===== src/rtl/sha256_padder.sv =====
// Streams an N-word message from memory followed by SHA-256 padding and the
// 64-bit bit-length, as 16-word blocks over a valid/ready handshake.
module sha256_padder #(
  parameter int NUM_OF_WORDS = 20
) (
  input  logic        clk,
  input  logic        reset_n,
  input  logic        start,
  input  logic [15:0] message_addr,
  output logic        mem_clk,
  output logic        mem_we,
  output logic [15:0] mem_addr,
  input  logic [31:0] mem_read_data,
  output logic        word_valid,
  input  logic        word_ready,
  output logic [31:0] word_data,
  output logic        word_last,
  output logic        msg_last,
  output logic        done
);

  localparam int NUM_BLOCKS = (NUM_OF_WORDS + 3 + 15) / 16;
  localparam int TOTAL_WORDS = 16 * NUM_BLOCKS;
  localparam int KW = 12;
  localparam logic [KW-1:0] N_K = KW'(NUM_OF_WORDS);
  localparam logic [KW-1:0] LAST_K = KW'(TOTAL_WORDS - 1);
  localparam logic [31:0] LEN_BITS = 32'(NUM_OF_WORDS * 32);

  typedef enum logic [1:0] {
    IDLE,
    FETCH,
    WAIT,
    EMIT
  } state_t;

  state_t        state_reg, state_next;
  logic [KW-1:0] k_reg, k_next;
  logic [15:0]   base_reg, base_next;
  logic [31:0]   data_reg, data_next;
  logic [KW-1:0] k_inc;
  logic          xfer;

  assign k_inc = k_reg + KW'(1);
  assign xfer  = word_valid && word_ready;

  // Generated (non-memory) words: the 0x80000000 marker, zero fill, and the
  // bit length in the final slot. The length high word is always zero.
  function automatic logic [31:0] pad_word(input logic [KW-1:0] idx);
    if (idx == N_K) begin
      return 32'h8000_0000;
    end else if (idx == LAST_K) begin
      return LEN_BITS;
    end
    return 32'h0000_0000;
  endfunction

  always_ff @(posedge clk or negedge reset_n) begin
    if (!reset_n) begin
      state_reg <= IDLE;
      k_reg     <= '0;
      base_reg  <= '0;
      data_reg  <= '0;
    end else begin
      state_reg <= state_next;
      k_reg     <= k_next;
      base_reg  <= base_next;
      data_reg  <= data_next;
    end
  end

  always_comb begin
    state_next = state_reg;
    k_next     = k_reg;
    base_next  = base_reg;
    data_next  = data_reg;
    case (state_reg)
      IDLE: begin
        if (start) begin
          state_next = FETCH;
          k_next     = '0;
          base_next  = message_addr;
        end
      end
      FETCH: state_next = WAIT;
      WAIT: begin
        state_next = EMIT;
        data_next  = mem_read_data;
      end
      EMIT: begin
        if (xfer) begin
          if (k_inc < N_K) begin
            state_next = FETCH;
            k_next     = k_inc;
            data_next  = '0;
          end else if (k_reg != LAST_K) begin
            k_next    = k_inc;
            data_next = pad_word(k_inc);
          end else begin
            state_next = IDLE;
            k_next     = '0;
            data_next  = '0;
          end
        end
      end
      default: begin
        state_next = IDLE;
        k_next     = '0;
        data_next  = '0;
      end
    endcase
  end

  // In IDLE the address follows the live input so the memory is pre-pointed
  // at word 0 before start arrives.
  assign mem_addr   = (state_reg == IDLE) ? message_addr
                                          : base_reg + {{(16-KW){1'b0}}, k_reg};
  assign mem_clk    = clk;
  assign mem_we     = 1'b0;
  assign word_valid = (state_reg == EMIT);
  assign word_data  = data_reg;
  assign word_last  = word_valid && (k_reg[3:0] == 4'hF);
  assign msg_last   = word_valid && (k_reg == LAST_K);
  assign done       = (state_reg == IDLE);

endmodule


===== config.mk =====
export PLATFORM = sky130hd
export DESIGN_NAME = sha256_padder
export DESIGN_NICKNAME = d
export VERILOG_FILES = /design/src/rtl/sha256_padder.sv
export SDC_FILE = /design/constraint.sdc
export NUM_CORES = 1
export LEC_CHECK = 0
export ABC_AREA = 1
export BUFFER_PORTS_ARGS = -buffer_cell sky130_fd_sc_hd__buf_2
export CORE_UTILIZATION = 57
export DETAILED_ROUTE_END_ITERATION = 16
export PLACE_DENSITY = 0.87
export SLEW_MARGIN = 20
export SYNTH_ARGS = -nofsm -noshare
export SYNTH_HDL_FRONTEND = slang
export SYNTH_SLANG_ARGS = --single-unit

===== constraint.sdc =====
create_clock -name clk -period 5.6 [get_ports clk]
set_clock_uncertainty 0.2 [all_clocks]
set_input_delay 0.56 -clock clk [delete_from_list [all_inputs] [get_ports clk]]
set_output_delay 0.56 -clock clk [all_outputs]
set_load 0.005 [all_outputs]

==> results of run 1 <==
==> synthesized netlist by cell type, drive strengths merged (2+ instances only) <==
cell type  count  area (µm²)
mux2           6        67.6
xnor2          2        17.5
nand3         61         305
or2            7        43.8
clkbuf        12        45.0
dfrtp         62        1550
ha            18         225
nor4           2        12.5
a21o           3        22.5
nor2          28         118
o21ai         36         180
a21oi         19        95.1
xor2           3        26.3
nand2        164         623
nand4          5        31.3
buf            7        42.5
o22ai          8        50.1
nor3           4        20.0
inv           45         169
==> cells in the final DEF, fill, tap and decap left out, drive strengths merged <==
| cell type | Yosys | layout |
|---|---|---|
| nand2 | 164 | 164 |
| buf | 7 | 105 |
| dfrtp | 62 | 62 |
| nand3 | 61 | 61 |
| inv | 45 | 46 |
| o21ai | 36 | 36 |
| nor2 | 28 | 28 |
| a21oi | 19 | 19 |
| ha | 18 | 18 |
| clkbuf | 12 | 12 |
| o22ai | 8 | 8 |
| or2 | 7 | 7 |
| mux2 | 6 | 6 |
| clkinv | 1 | 6 |
| nand4 | 5 | 5 |
| nor3 | 4 | 4 |
| a21o | 3 | 3 |
| xor2 | 3 | 3 |
| xnor2 | 2 | 2 |
| nor4 | 2 | 2 |
| o21a | 1 | 1 |
| nand3b | 1 | 1 |
| o21bai | 1 | 1 |
| and3b | 1 | 1 |
| fa | 1 | 1 |
| conb | 1 | 1 |
| clkinvlp | 0 | 1 |
==> power by group through the flow <==
stage	Combinational [mW]	Clock, mW	Sequential, mW
2_1_floorplan	0.653	0.0116	0.728
3_3_place_gp	0.956	0.00776	0.732
3_5_place_dp	0.998	0.00776	0.742
4_1_cts	1.01	0.419	0.735
5_1_grt	1.14	0.441	0.760
6_report	1.01	0.415	0.739
==> worst max-delay path by stage <==
stage               startpoint       to  slack, ns
floorplan                  clk  mem_clk       1.93
global placement           clk  mem_clk       1.94
detailed placement         clk  mem_clk       1.94
CTS                        clk  mem_clk       1.70
global route               clk  mem_clk       1.70
finish                     clk  mem_clk       1.71
==> cells by family after synthesis <==
family | Yosys count | share of synthesized area (%)
simple gates | 273 | 31.6
fa+ha+maj | 19 | 6.62
xor+xnor | 5 | 1.18
mux | 6 | 1.82
flops | 62 | 41.9
other cells | 1 | 0.101
buf+inv | 65 | 7.02
compound gates | 68 | 9.79
==> area by class of cell <==
type                            instances  area (µm²)
Sequential cell                        62        1550
Fill cell                             527        1860
Tap cell                               77        96.3
Inverter                               46         173
Clock inverter                          7        48.8
Timing Repair Buffer                  104         523
Clock buffer                           13         170
Multi-Input combinational cell        372        1890
==> worst register-to-register path: stages (launching register included) <==
cell and delay, ns:
dfrtp_1 0.42, ha_1 0.37, clkinv_1 0.81, a21oi_1 1.16, nand3_1 0.14, o21ai_0 0.14
==> stage by stage <==
stage,instance area [µm²],power (mW),cells
floorplan,3700,1.39,499
global route,4460,2.34,681
global placement,4240,1.70,662
detailed placement,4240,1.75,662
finish,4460,2.16,681
CTS,4460,2.16,681
==> layer usage <==
metal,global-route usage (%),vias up
li1,-,1825
met1,34.9,1773
met2,48.7,175
met3,5.60,22
met4,14.8,0
met5,0,-
==> results by group, run 1 <==
Route
  • DRT met1 WL: around 3.9 mm
  • WL final: approximately 9.5 mm
  • Vias/cell: between 5 and 6
  • Via count: around 3.8k
  • DR pass1 iterations: 7
  • DR DRC count: 0
  • Routed Antenna Nets: 0
  • Top routing layer in use: met4
  • Drt initial violations: 311
  • Met3 wire length: just under 700 µm
  • Wire per inst: ~14 µm
  • DR WL met2: about 4.7 mm

Power and ir drop
  • Internal power: between 1 and 1.5 mW
  • Register share of total power: roughly 34%
  • Power Dens Cells: between 400 and 500 nW/µm²
  • Leakage: 2.51 nW
  • Part of the power in combinational logic: a little under half
  • Sw power: about 0.93 mW
  • VDD IR max: between 0.3 and 0.4 mV
  • Clock group share of total power: about a fifth
  • Sw Ratio: a little over two fifths

Clock tree
  • Cells resized by post-CTS repair: 0
  • Worst skew pair latency: 0.46 ns
  • CTS Hold Bufs: 0
  • Setup Buffers After CTS: 0
  • Clk slew on worst S/H paths: 0.08 ns
  • CTS tree: built

Synthesis
  • Syn Area/Cell: between 7 and 8 µm²
  • Post-synth EDFFs: 0
  • Sequential share of the synthesized area: between 40% and 50%
  • Seq cells post-synth: just over 60
  • Synth warnings: 0
  • Syn Inst Count: between 400 and 500
  • Mapped cell area: ~3700 µm²
  • Most used DFF post-synth: dfrtp_1
  • Async set-or-reset flop fraction in the synthesized netlist: 100%
  • Syn nets: 570
  • Netlist cell types: 31

GRT
  • Vias in the first global route: between 3k and 4k
  • Total GRT Usage: ~29%
  • Pin count of the biggest net entering global routing: 63
  • First-pass GRT wire length: 14.6 mm
  • Remaining global-route overflow: 0
  • Initial antenna violation count: 0

Timing
  • Fin. Hold Viols: 0
  • Count of pins over their slew limit: 0
  • Post-route worst setup slack: around 1.7 ns
  • Final hold slack: 0.0475 ns
  • Slew @ Worst Pin: roughly 1.1 ns
  • RSZ-0062 raised after global routing: no
  • Relative slew slack: between 20 and 30%
  • Final TNS setup: 0 ns
  • Setup violations, final: 0

Setup path
  • Crit Path Category: clk -> out
  • Worst R2R End: k_reg[0]$_DFFE_PN0P_
  • Top cell by count, worst path: clkbuf_8
  • Crit-path max FO: 2
  • Worst reg2reg setup slack: 2.28 ns
  • CP top delay family: buffers and inverters
  • Critical-path cell list: clkbuf_8, clkbuf_8, buf_2
  • Worst r2r src: state_reg[1]$_DFFE_PN0P_
  • Slowest CP cell: clkbuf_8
  • CP Depth: 3
  • WP data arrival: between 3 and 4 ns
  • Type of origin of the critical path: clock port
  • Reg2Reg Depth: 5
  • Slowest stage delay, CP: between 0.1 and 0.15 ns
  • Critical Path End Type: primary output
  • Data required time of the worst path: slightly below 5 ns
  • Worst path bufs/invs: 3

Placement
  • Dpl hpwl: roughly 6.8 mm
  • Place WS: about 1.9 ns
  • Routability cong.: between 0.8 and 0.9
  • Count of input and output buffers: between 100 and 150

Die
  • Top Ports: roughly 110
  • Chip width: ~83 µm
  • Initial Util: 58.7%
  • Chip Height: a little over 80 µm
  • Core area: around 6300 µm²
  • Rows: 29
  • Die area: 6830 µm²

Layout
  • Final core utilization: a little over 70%
  • Area grow syn2layout: 20.3%
  • Share of layout cells above drive strength 1: 23.7%
  • Max reg flops: 32
  • # diodes: 0
  • Fin nets: 670

Status
  • Status: complete, no violations

Flow run
  • Maxcap violations: 0

Min path
  • Hold WC Path Type: in -> async
Note: power is estimated with default switching activity, not from simulation.
==> run 2: changes to the inputs <==
--- a/config.mk
+++ b/config.mk
@@ -5,11 +5,11 @@
 export SDC_FILE = /design/constraint.sdc
 export NUM_CORES = 1
 export LEC_CHECK = 0
-export ABC_AREA = 1
+export ABC_AREA = 0
 export BUFFER_PORTS_ARGS = -buffer_cell sky130_fd_sc_hd__buf_2
-export CORE_UTILIZATION = 57
+export CORE_UTILIZATION = 47
 export DETAILED_ROUTE_END_ITERATION = 16
-export PLACE_DENSITY = 0.87
+export PLACE_DENSITY = 0.77
 export SLEW_MARGIN = 20
 export SYNTH_ARGS = -nofsm -noshare
 export SYNTH_HDL_FRONTEND = slang
==> constraint.sdc (replaced) <==
create_clock -name clk -period 3.5 [get_ports clk]
set_clock_uncertainty 0.2 [all_clocks]
set_input_delay 0.35 -clock clk [delete_from_list [all_inputs] [get_ports clk]]
set_output_delay 0.35 -clock clk [all_outputs]
set_load 0.005 [all_outputs]
==> run 2 against run 1 <==
  * Die area is 21% higher
  * First-iteration DRC count is 33% lower
  * Worst hold slack worse by 0.024 ns
  * Global-route usage is 3.8 points lower
  * Area after synthesis is 0.20% higher
  * Synthesized cell count is 25% lower
  * Critical endpoint is now mem_addr[14]
  * Clock power is 72% higher
  * Sequential power is 65% higher
==> results by group, run 2 <==
GRT
  • Initial antenna violation count: 0 (unchanged)
  • Pin count of the biggest net entering global routing: 41 (was 63)
  • Remaining global-route overflow: 0 (unchanged)
  • First-pass GRT wire length: 16.1 mm (was 14.6 mm)
  • Vias in the first global route: 3458 (was 3317)
  • Total GRT Usage: 25.1% (was 28.8%)

Layout
  • FILL cells: 616 (was 527)
  • Share of layout cells above drive strength 1: 31.4% (was 23.7%)
  • Most common cell after layout, fill and taps aside: buf_2 (was nand2_1)
  • Fin nets: 590 (was 670)
  • Final core utilization: 65.3% (was 70.6%)
  • # diodes: 0 (unchanged)
  • Max reg flops: 32 (unchanged)
  • Commonest cells after routing, fill and taps aside: 104 x buf_2, 58 x dfrtp_1, 47 x dlygate4sd3_1, 37 x nand2_1, 33 x o21ai_0 (was 161 x nand2_1, 104 x buf_2, 62 x dfrtp_1, 61 x nand3_1, 45 x inv_1)
  • Area grow syn2layout: 35.2% (was 20.3%)

Clock tree
  • Clk slew on worst S/H paths: 0.07 ns (was 0.08 ns)
  • Worst skew pair latency: 0.45 ns (was 0.46 ns)
  • CTS tree: built (unchanged)

Setup path
  • Data required time of the worst path: 2.95 ns (was 4.84 ns)
  • Crit Path Category: reg -> out (was clk -> out)
  • WP data arrival: 2.76 ns (was 3.13 ns)
  • Worst path bufs/invs: 2 (was 3)
  • Slowest CP cell: dfrtp_2 (was clkbuf_8)
  • Critical-path cell list: inv_1, fa_2, nor2b_1, o31a_1, o41a_1, a221oi_4, or3_1, a31oi_1, buf_2 (was clkbuf_8, clkbuf_8, buf_2)
  • CP top delay family: compound AO/OA/AOI/OAI gates (was buffers and inverters)
  • Slowest stage delay, CP: 0.49 ns (was 0.11 ns)
  • Critical Path End Type: primary output (unchanged)
  • Crit-path max FO: 11 (was 2)
  • Type of origin of the critical path: flip-flop (was clock port)

Synthesis
  • Yosys top cell area share: 41.8% (was 41.9%)
  • Syn Area/Cell: 9.95 µm² (was 7.42 µm²)
  • Post-synth EDFFs: 0 (unchanged)
  • Netlist cell types: 61 (was 31)
  • Syn Inst Count: 373 (was 499)
  • Area leader, netlist: dfrtp_1 (unchanged)
  • Synth warnings: 0 (unchanged)
  • Async set-or-reset flop fraction in the synthesized netlist: 100% (unchanged)
  • Sequential share of the synthesized area: 41.8% (was 41.9%)
  • Top cells by count, synth: 62 x dfrtp_1, 37 x nand2_1, 36 x o21ai_0, 31 x a22o_1 (was 161 x nand2_1, 62 x dfrtp_1, 61 x nand3_1, 45 x inv_1, 34 x o21ai_0)
  • Syn nets: 444 (was 570)
  • Synth area leaders: dfrtp_1 42%, a22o_1 7.3%, ha_1 6.1%, mux2_2 5.2%, o21ai_0 4.9% (was dfrtp_1 42%, nand2_1 16%, nand3_1 8.2%, ha_1 6.1%, o21ai_0 4.6%)
  • Most common cell in the netlist: dfrtp_1 (was nand2_1)
  • Mapped cell area: 3710 µm² (was 3700 µm²)
  • Seq cells post-synth: 62 (unchanged)
  • Most used DFF post-synth: dfrtp_1 (unchanged)

Die
  • Top Ports: 106 (unchanged)
  • Chip width: 90.9 µm (was 82.6 µm)
  • Chip Height: 90.9 µm (was 82.6 µm)
  • Die area: 8260 µm² (was 6830 µm²)
  • Rows: 32 (was 29)
  • Core area: 7690 µm² (was 6310 µm²)
  • Initial Util: 48.3% (was 58.7%)

Timing
  • Count of pins over their slew limit: 0 (unchanged)
  • RSZ-0062 raised after global routing: no (unchanged)
  • Relative slew slack: 38.5% (was 28.8%)
  • Max Clk Rate: approximately 300 MHz
  • Final hold slack: 0.0234 ns (was 0.0475 ns)
  • Final Cycle Share: 94.6%
  • Final TNS setup: 0 ns (unchanged)
  • Shortest period the worst path allows: 3.31 ns
  • Post-route worst setup slack: 0.188 ns (was 1.71 ns)
  • Fin. Hold Viols: 0 (unchanged)
  • Slew @ Worst Pin: 0.922 ns (was 1.07 ns)
  • Setup violations, final: 0 (unchanged)

Power and ir drop
  • Leakage: 2.42 nW (was 2.51 nW)
  • Power Dens Cells: 744 nW/µm² (was 485 nW/µm²)
  • VDD IR max: 0.423 mV (was 0.356 mV)

Route
  • DR pass1 iterations: 4 (was 7)
  • Wire per inst: 15.7 µm (was 13.9 µm)
  • Routed Antenna Nets: 0 (unchanged)
  • Drt initial violations: 209 (was 311)
  • Via count: 3490 (was 3795)
  • DR DRC count: 0 (unchanged)
  • Vias/cell: 5.58 (was 5.57)
  • WL final: 9.83 mm (was 9.50 mm)

Placement
  • Routability cong.: 0.899 (was 0.874)
  • Dpl hpwl: 6.30 mm (was 6.76 mm)
  • Count of input and output buffers: 104 (unchanged)
  • Place WS: 0.403 ns (was 1.94 ns)

Status
  • Status: complete, no violations (unchanged)

Min path
  • Hold WC Path Type: in -> reg (was in -> async)

Flow run
  • Maxcap violations: 0 (unchanged)
-- run 2: cell types whose count changed after synthesis, sizes merged, moves of 10 or more --
cell and delta:
inv -36, a22o +31, mux2 +12, nor2 -10, nand2 -127, nand3 -51
-- run 2: path summary, 6_finish.rpt --
check                                           from                        end  slack [ns]  cells after the start
min in group asynchronous                    reset_n    base_reg[4]$_DFFE_PN0P_        0.37                      2
setup / recovery                k_reg[1]$_DFFE_PN0P_               mem_addr[14]        0.19                      9
hold reg to reg            word_data[14]$_DFFE_PN0P_  word_data[14]$_DFFE_PN0P_        0.30                      1
setup reg to reg                k_reg[0]$_DFFE_PN0P_   state_reg[1]$_DFFE_PN0P_        0.83                      8
hold / removal                      mem_read_data[7]   word_data[7]$_DFFE_PN0P_        0.02                      4
max in group asynchronous                    reset_n  word_data[18]$_DFFE_PN0P_        1.89                      3
-- run 2: worst register-to-register path, stage by stage (launching register included) --
cell      delay [ns]
dfrtp_2         0.41
buf_4           0.17
ha_1            0.31
and4_4          0.25
a211o_1         0.30
a211oi_2        0.26
and3_4          0.22
o21a_1          0.13
mux2_4          0.30
-- run 2: logic make-up after synthesis --
logic type / after synthesis / synth area share, %
xor gates and xnor gates: 12 / 2.83
adders and majority gates: 19 / 6.61
muxes: 20 / 6.10
DFF: 62 / 41.8
and+or+nand+nor: 101 / 14.4
other: 1 / 0.101
AOI/OAI and AO/OA: 124 / 23.8
buffers and inverters: 34 / 4.38
-- run 2: cell type report --
type	instances	area, µm²	share of cell area, %
multi-input combinational	277	2040	40.6
sequential	62	1560	31.0
timing repair buffer	156	1030	20.5
clock buffer	15	188	3.74
tap	102	128	2.54
clock inverter	4	47.5	0.947
inverter	9	33.8	0.673
-- run 2: routing by layer --
layer	wire length [µm]	GRT usage [%]	part of all wire (%)	vias to the layer above
met5	0	0	0	-
met4	132	10.8	1.3	0
met3	632	7.24	6.4	12
met2	4690	40.8	48	136
met1	4380	31.0	45	1671
li1	-	-	-	1671
-- run 2: power by group --
group | internal [mW] | total (mW) | switching (mW)
Combinational | 0.881 | 1.81 | 0.925
Clock | 0.422 | 0.712 | 0.290
Sequential | 1.01 | 1.22 | 0.212
Total | 2.31 | 3.74 | 1.43
-- run 2: stage by stage --
stage | power (mW) | instances | cell area [µm²]
CTS | 3.69 | 624 | 4990
finish | 3.74 | 625 | 5020
detailed placement | 2.93 | 558 | 4280
floorplan | 2.32 | 373 | 3710
global placement | 2.86 | 558 | 4270
global route | 4.02 | 625 | 5020
-- run 2: repair_timing --
item	in CTS	in global routing
gates resized for setup	2	9
setup endpoints to repair	2	6
hold buffers	47	0
hold endpoints to repair	85	0
setup buffers	1	1
pin swaps	1	4
